<file path="src/rtl/yuv422to444.sv">
// 4:2:2 to 4:4:4 horizontal chroma upsampler: each 4-pixel input beat becomes two 2-pixel output beats.
// Define YUV422TO444_CHROMA_INTERP_EN for interpolated odd-pixel chroma; otherwise chroma is replicated.
module yuv422to444 (
  input  logic        clk,
  input  logic        rst,
  input  logic        src_t_valid,
  output logic        src_t_ready,
  input  logic [63:0] src_t_data,
  input  logic        src_t_last,
  output logic        dst_t_valid,
  input  logic        dst_t_ready,
  output logic [63:0] dst_t_data,
  output logic        dst_t_last,
  output logic [7:0]  dst_t_keep
);

`ifdef YUV422TO444_CHROMA_INTERP_EN
  localparam logic INTERP = 1'b1;
  typedef enum logic [1:0] {EMPTY, SEND_A, WAIT_NEXT, SEND_B} state_t;
`else
  localparam logic INTERP = 1'b0;
  typedef enum logic [1:0] {EMPTY, SEND_A, SEND_B} state_t;
`endif

  state_t      state_reg, state_next;
  logic [63:0] cur_data_reg;
  logic        cur_last_reg;
  logic        dst_valid_reg;
  logic [63:0] dst_data_reg;
  logic        dst_last_reg;
`ifdef YUV422TO444_CHROMA_INTERP_EN
  logic        nxt_valid_reg;
  logic [63:0] nxt_data_reg;
  logic        nxt_last_reg;
`endif

  function automatic logic [7:0] avg(input logic [7:0] a, input logic [7:0] b);
    return 8'(({1'b0, a} + {1'b0, b} + 9'd1) >> 1);
  endfunction

  // pair layout is {V, Yodd, U, Yeven}; u_nb/v_nb are the chroma of the following pair
  function automatic logic [63:0] expand(input logic [31:0] pair, input logic [7:0] u_nb,
                                         input logic [7:0] v_nb, input logic blend);
    logic [7:0] u_odd;
    logic [7:0] v_odd;
    u_odd = blend ? avg(pair[15:8], u_nb) : pair[15:8];
    v_odd = blend ? avg(pair[31:24], v_nb) : pair[31:24];
    return {8'h00, pair[23:16], u_odd, v_odd, 8'h00, pair[7:0], pair[15:8], pair[31:24]};
  endfunction

  always_ff @(posedge clk) begin
    if (rst) begin
      state_reg <= EMPTY;
    end else begin
      state_reg <= state_next;
    end
  end

  always_comb begin
    state_next = state_reg;
    case (state_reg)
      EMPTY:  if (src_t_valid) state_next = SEND_A;
      SEND_A: begin
        if (dst_t_ready) begin
`ifdef YUV422TO444_CHROMA_INTERP_EN
          state_next = cur_last_reg ? SEND_B : WAIT_NEXT;
`else
          state_next = SEND_B;
`endif
        end
      end
`ifdef YUV422TO444_CHROMA_INTERP_EN
      WAIT_NEXT: if (src_t_valid) state_next = SEND_B;
`endif
      SEND_B: begin
        if (dst_t_ready) begin
`ifdef YUV422TO444_CHROMA_INTERP_EN
          state_next = nxt_valid_reg ? SEND_A : EMPTY;
`else
          state_next = EMPTY;
`endif
        end
      end
      default: state_next = EMPTY;
    endcase
  end

  always_comb begin
    src_t_ready = (state_reg == EMPTY);
`ifdef YUV422TO444_CHROMA_INTERP_EN
    if (state_reg == WAIT_NEXT) src_t_ready = 1'b1;
`endif
    dst_t_valid = dst_valid_reg;
    dst_t_data  = dst_data_reg;
    dst_t_last  = dst_last_reg;
    dst_t_keep  = 8'hff;
  end

  // Output beats are built one edge ahead so data/valid/last leave straight from flops.
  always_ff @(posedge clk) begin
    if (rst) begin
      cur_data_reg  <= '0;
      cur_last_reg  <= 1'b0;
      dst_valid_reg <= 1'b0;
      dst_data_reg  <= '0;
      dst_last_reg  <= 1'b0;
`ifdef YUV422TO444_CHROMA_INTERP_EN
      nxt_valid_reg <= 1'b0;
      nxt_data_reg  <= '0;
      nxt_last_reg  <= 1'b0;
`endif
    end else begin
      case (state_reg)
        EMPTY: begin
          if (src_t_valid) begin
            cur_data_reg  <= src_t_data;
            cur_last_reg  <= src_t_last;
            dst_valid_reg <= 1'b1;
            dst_data_reg  <= expand(src_t_data[31:0], src_t_data[47:40], src_t_data[63:56], INTERP);
            dst_last_reg  <= 1'b0;
          end
        end
        SEND_A: begin
          if (dst_t_ready) begin
            if (INTERP && !cur_last_reg) begin
              dst_valid_reg <= 1'b0;
            end else begin
              dst_valid_reg <= 1'b1;
              dst_data_reg  <= expand(cur_data_reg[63:32], cur_data_reg[47:40],
                                      cur_data_reg[63:56], 1'b0);
              dst_last_reg  <= cur_last_reg;
            end
          end
        end
`ifdef YUV422TO444_CHROMA_INTERP_EN
        WAIT_NEXT: begin
          if (src_t_valid) begin
            nxt_valid_reg <= 1'b1;
            nxt_data_reg  <= src_t_data;
            nxt_last_reg  <= src_t_last;
            dst_valid_reg <= 1'b1;
            dst_data_reg  <= expand(cur_data_reg[63:32], src_t_data[15:8], src_t_data[31:24],
                                    !cur_last_reg);
            dst_last_reg  <= cur_last_reg;
          end
        end
`endif
        SEND_B: begin
          if (dst_t_ready) begin
`ifdef YUV422TO444_CHROMA_INTERP_EN
            if (nxt_valid_reg) begin
              cur_data_reg  <= nxt_data_reg;
              cur_last_reg  <= nxt_last_reg;
              nxt_valid_reg <= 1'b0;
              dst_valid_reg <= 1'b1;
              dst_data_reg  <= expand(nxt_data_reg[31:0], nxt_data_reg[47:40],
                                      nxt_data_reg[63:56], 1'b1);
              dst_last_reg  <= 1'b0;
            end else begin
              dst_valid_reg <= 1'b0;
            end
`else
            dst_valid_reg <= 1'b0;
`endif
          end
        end
        default: ;
      endcase
    end
  end

endmodule

</file>
<file path="config.mk">
export PLATFORM = sky130hd
export DESIGN_NAME = yuv422to444
export DESIGN_NICKNAME = d
export VERILOG_FILES = /design/src/rtl/yuv422to444.sv
export SDC_FILE = /design/constraint.sdc
export NUM_CORES = 1
export LEC_CHECK = 0
export ABC_AREA = 1
export CORE_MARGIN = 2
export CORE_UTILIZATION = 30
export CTS_CLUSTER_SIZE = 30
export DETAILED_ROUTE_END_ITERATION = 10
export GPL_TIMING_DRIVEN = 0
export PLACE_DENSITY_LB_ADDON = 0.2
export SLEW_MARGIN = 20
export SYNTH_ARGS = -nofsm -noshare
export SYNTH_HDL_FRONTEND = slang
export SYNTH_SLANG_ARGS = --single-unit
</file>
<file path="constraint.sdc">
create_clock -name clk -period 2.24 [get_ports clk]
set_clock_uncertainty 0.2 [all_clocks]
set_input_delay 0.448 -clock clk [delete_from_list [all_inputs] [get_ports clk]]
set_output_delay 0.448 -clock clk [all_outputs]
set_load 0.02 [all_outputs]
</file>
# Word level (Yosys, flattened, before mapping)
# Index checks and enable logic that the tools add are counted.
totals:
  regBits: 133
  input_bits: 69
  output_inout_bits: 75
classes:
  eq_ne: 5
  mux: 14
  reduce_logical: 7
ops:
  columns: ["cell", "n"]
  rows:
  - ["$mux W64", 2]
  - ["$pmux W64 S2", 1]
  - ["$mux W2", 3]
  - ["$ne A2 B2 Y1 const B", 3]
  - ["$pmux W2 S3", 1]
  - ["$reduce_and A3 Y1", 2]
  - ["$mux W1", 5]
  - ["$reduce_and A4 Y1", 1]
  - ["$pmux W1 S3", 1]
  - ["$reduce_bool A3 Y1", 1]
  - ["$eq A2 B1 Y1 const B", 1]
  - ["$eq A2 B2 Y1 const B", 1]
  - ["$logic_not A2 Y1", 1]
  - ["$pmux W1 S2", 1]
  - ["$reduce_and A2 Y1", 1]
  - ["$reduce_bool A2 Y1", 1]

# Longest topological paths before layout
depth:
  ltp_word: 3
  depth_mapped: 7
  depth_no_buf: 6

# Least setup slack after synthesis
# Ideal clock, no wire load.
synth_timing:
  path_type: "reg2reg"
  start: "register state_reg[1]"
  end: "register cur_data_reg[41]"
  setup_ps: 116
  arrival_time_ps: 1203
  slack_ps: 721
  path_stages_with_launch: 7
  period_less_slack_ps: 1519
  path_cell_list: "dfxtp_1 > nor2_2 > nand2_2 > buf_6 > buf_6 > o21ai_0 > nor2_1"
synth_via:
  elab_chain_cells: 2
synth_lines:
  columns: ["element", "line", "rtl"]
  rows:
  - ["start, declared", "25", "state_t state_reg, state_next;"]
  - ["start signal, assigned", "55", "state_reg <= state_next;"]
  - ["$logic_not A2 Y1", null, null]
  - ["named net src_t_ready", "7", "output logic src_t_ready,"]
  - ["$reduce_and A2 Y1 (no source line)", null, null]
  - ["end signal, assigned", "116", "cur_data_reg <= src_t_data;"]
  - ["end, declared", "26", "logic [63:0] cur_data_reg;"]
# The timed path passes the listed nets, and every way through them passes these cells.
# A chain may end at the register's enable or synchronous reset.

# Worst setup path after layout
layout_timing:
  start: "register state_reg[1]"
  end: "output port src_t_ready"
layout_via:
  elab_chain_cells: 1
layout_lines:
  columns: ["element", "line", "rtl"]
  rows:
  - ["$logic_not A2 Y1", "89", "src_t_ready = (state_reg == EMPTY);"]
  - ["end, declared", "7", null]
# No other way between the ends.

==> results.cfg <==
[clock_network]
cts-htree-levels = 3
clk_latency_ps = 330
clock-root-buffer = clkbuf_16
clk_pin_slew_worst_paths_ps = 50
cts_tree = done
post-cts-setup-buffers = 0
numCtsBuffers = 9
ctsResizeCount = 0
clockBufferDepth = 2
cts_hold_buf = 0
cts_sinks = 69

[sta]
slew_violations = 0
holdWs_ps = 281
setup_ws_ps = 95.5
finalHoldViolCount = 0
grt_setup_unrepaired = false
fmax_ghz = 0.466
fin_tns_setup_ps = 0
setup_viol = 0
finalCritPeriodShare_pct = 95.7
fin_crit_ps = 2140

[synth]
yosysWarnings = 0
yosys.cell_types.count = 17
postSynthCellCount = 522
synth-seq-cells = 69
syn-cell-area_um2 = 3490
syn_area_per_cell_um2 = 6.68
synth-seq-area-share_pct = 39.6

[critical_path]
rrSetupSlack_ps = 620
critPathKind = flip-flop to output port
cp-end-kind = output port
startpoint_type = flip-flop
cp.arrival_ps = 1500
ff2ff_path_depth = 6
path_max_fanout = 5
worstPathRequired_ps = 1590

[drt]
drc = 0
drt_iter0_drc = 142
wire_per_inst_um = 11.6
routed_wl_mm = 9.51
vias = 3465
drtPass1Iterations = 4
vias_per_cell = 4.22
antenna_left = 0

[floorplanning]
core_um2 = 11400
die_w_um = 112
die_area_um2 = 12500
io_pins = 144
die_h_um = 112
start_util_pct = 30.7
row_count = 39

[grt]
grt_pass1_vias = 3155
grt_usage_pct = 15.2
grtUsageMet3_pct = 3.38
grt-busiest-layer = met2
use_met2_pct = 26.0
antenna_found_initial = 0
grt_max_degree = 13
grtUsageMet1_pct = 18.8
grt_overflow_total = 0
grt_pass1_wl_mm = 15.2

[placement]
dpl_worst_slack_ps = 77.8
hpwlAfterDp_mm = 7.46
io_buffers = 119
gp_congestion = 0.846

[cells_and_area]
nFillCells = 1189
seqCellArea_um2 = 1380
nets = 743
final_common_cell = nor2_1
area_delta_synth_final_pct = 51.0
antenna_cells = 0
multi_input_area_um2 = 1560
layout_common_cells = 130 x nor2_1, 119 x clkdlybuf4s50_1, 100 x nand2_1
drive_gt1_share_pct = 14.0

[power]
vdd_drop_max_v = 0.000312
pwr_density_cell_nw_per_um2 = 758
power_leakage_uw = 0.00247

[flow_run]
maxCapViolCount = 0

[worst_hold_path]
hold_class = flip-flop to flip-flop
holdPathStages = 2

[outcome]
status = finished clean
-- where the power goes --
group,leakage (uW),switching (uW),internal (uW)
clock network,0.000158,522,1000
registers,0.000572,72.2,1350
logic,0.00174,537,505
total,0.00247,1130,2860
-- final timing paths --
path | start | endpoint
max | state_reg[1] | src_t_ready
min reg2reg | cur_data_reg[59] | cur_data_reg[59]
min | cur_data_reg[59] | cur_data_reg[59]
max reg2reg | state_reg[1] | dst_t_data[44]
-- critical path, cell delays in order (launching register included) --
cell,delay [ps]
dfxtp_1,350
nor2_2,190
clkdlybuf4s50_1,630
-- final cells by class --
cell class	instances	share of cell area, %
multi-input combinational	364	29.7
sequential	69	26.2
timing repair buffer	119	22.6
buffer	73	9.15
clock buffer	10	4.54
tap	143	3.40
inverter	38	2.71
clock inverter	6	1.64
-- stage by stage --
stage / utilization [%] / cell area [um2] / std cells / total power (uW)
6_report: 46.3 / 5260 / 822 / 3990
5_1_grt: 46.3 / 5260 / 822 / 4200
4_1_cts: 46.3 / 5260 / 822 / 4030
3_5_place_dp: 43.4 / 4940 / 806 / 2500
3_3_place_gp: 43.4 / 4940 / 806 / 2490
2_1_floorplan: - / 3570 / 544 / 2070
-- routing by layer --
layer	wire (um)	part of all wire [%]
met5	0	0
met4	159	1.7
met3	483	5.1
met2	4570	48
met1	4300	45
-- logic make-up (layout without fill, tap and decap cells) --
| logic type | count (synthesis) | in the layout | share of synthesized area, % |
|---|---|---|---|
| flops | 69 | 69 | 39.6 |
| other cells | 2 | 24 | 0.215 |
| compound gates | 38 | 38 | 5.46 |
| simple gates | 302 | 302 | 36.8 |
| buf+inv | 111 | 246 | 17.9 |
-- Yosys cell counts (all sizes together) --
cell type | n | area (um2)
nand3 | 69 | 400
inv | 38 | 143
clkbuf | 9 | 33.8
nand4 | 1 | 6.26
dfxtp | 69 | 1380
nor2 | 131 | 494
buf | 64 | 448
conb | 2 | 7.51
o21ai | 33 | 165
nand2 | 101 | 382
a21oi | 5 | 25.0
Power figures use the tool's default switching activity.
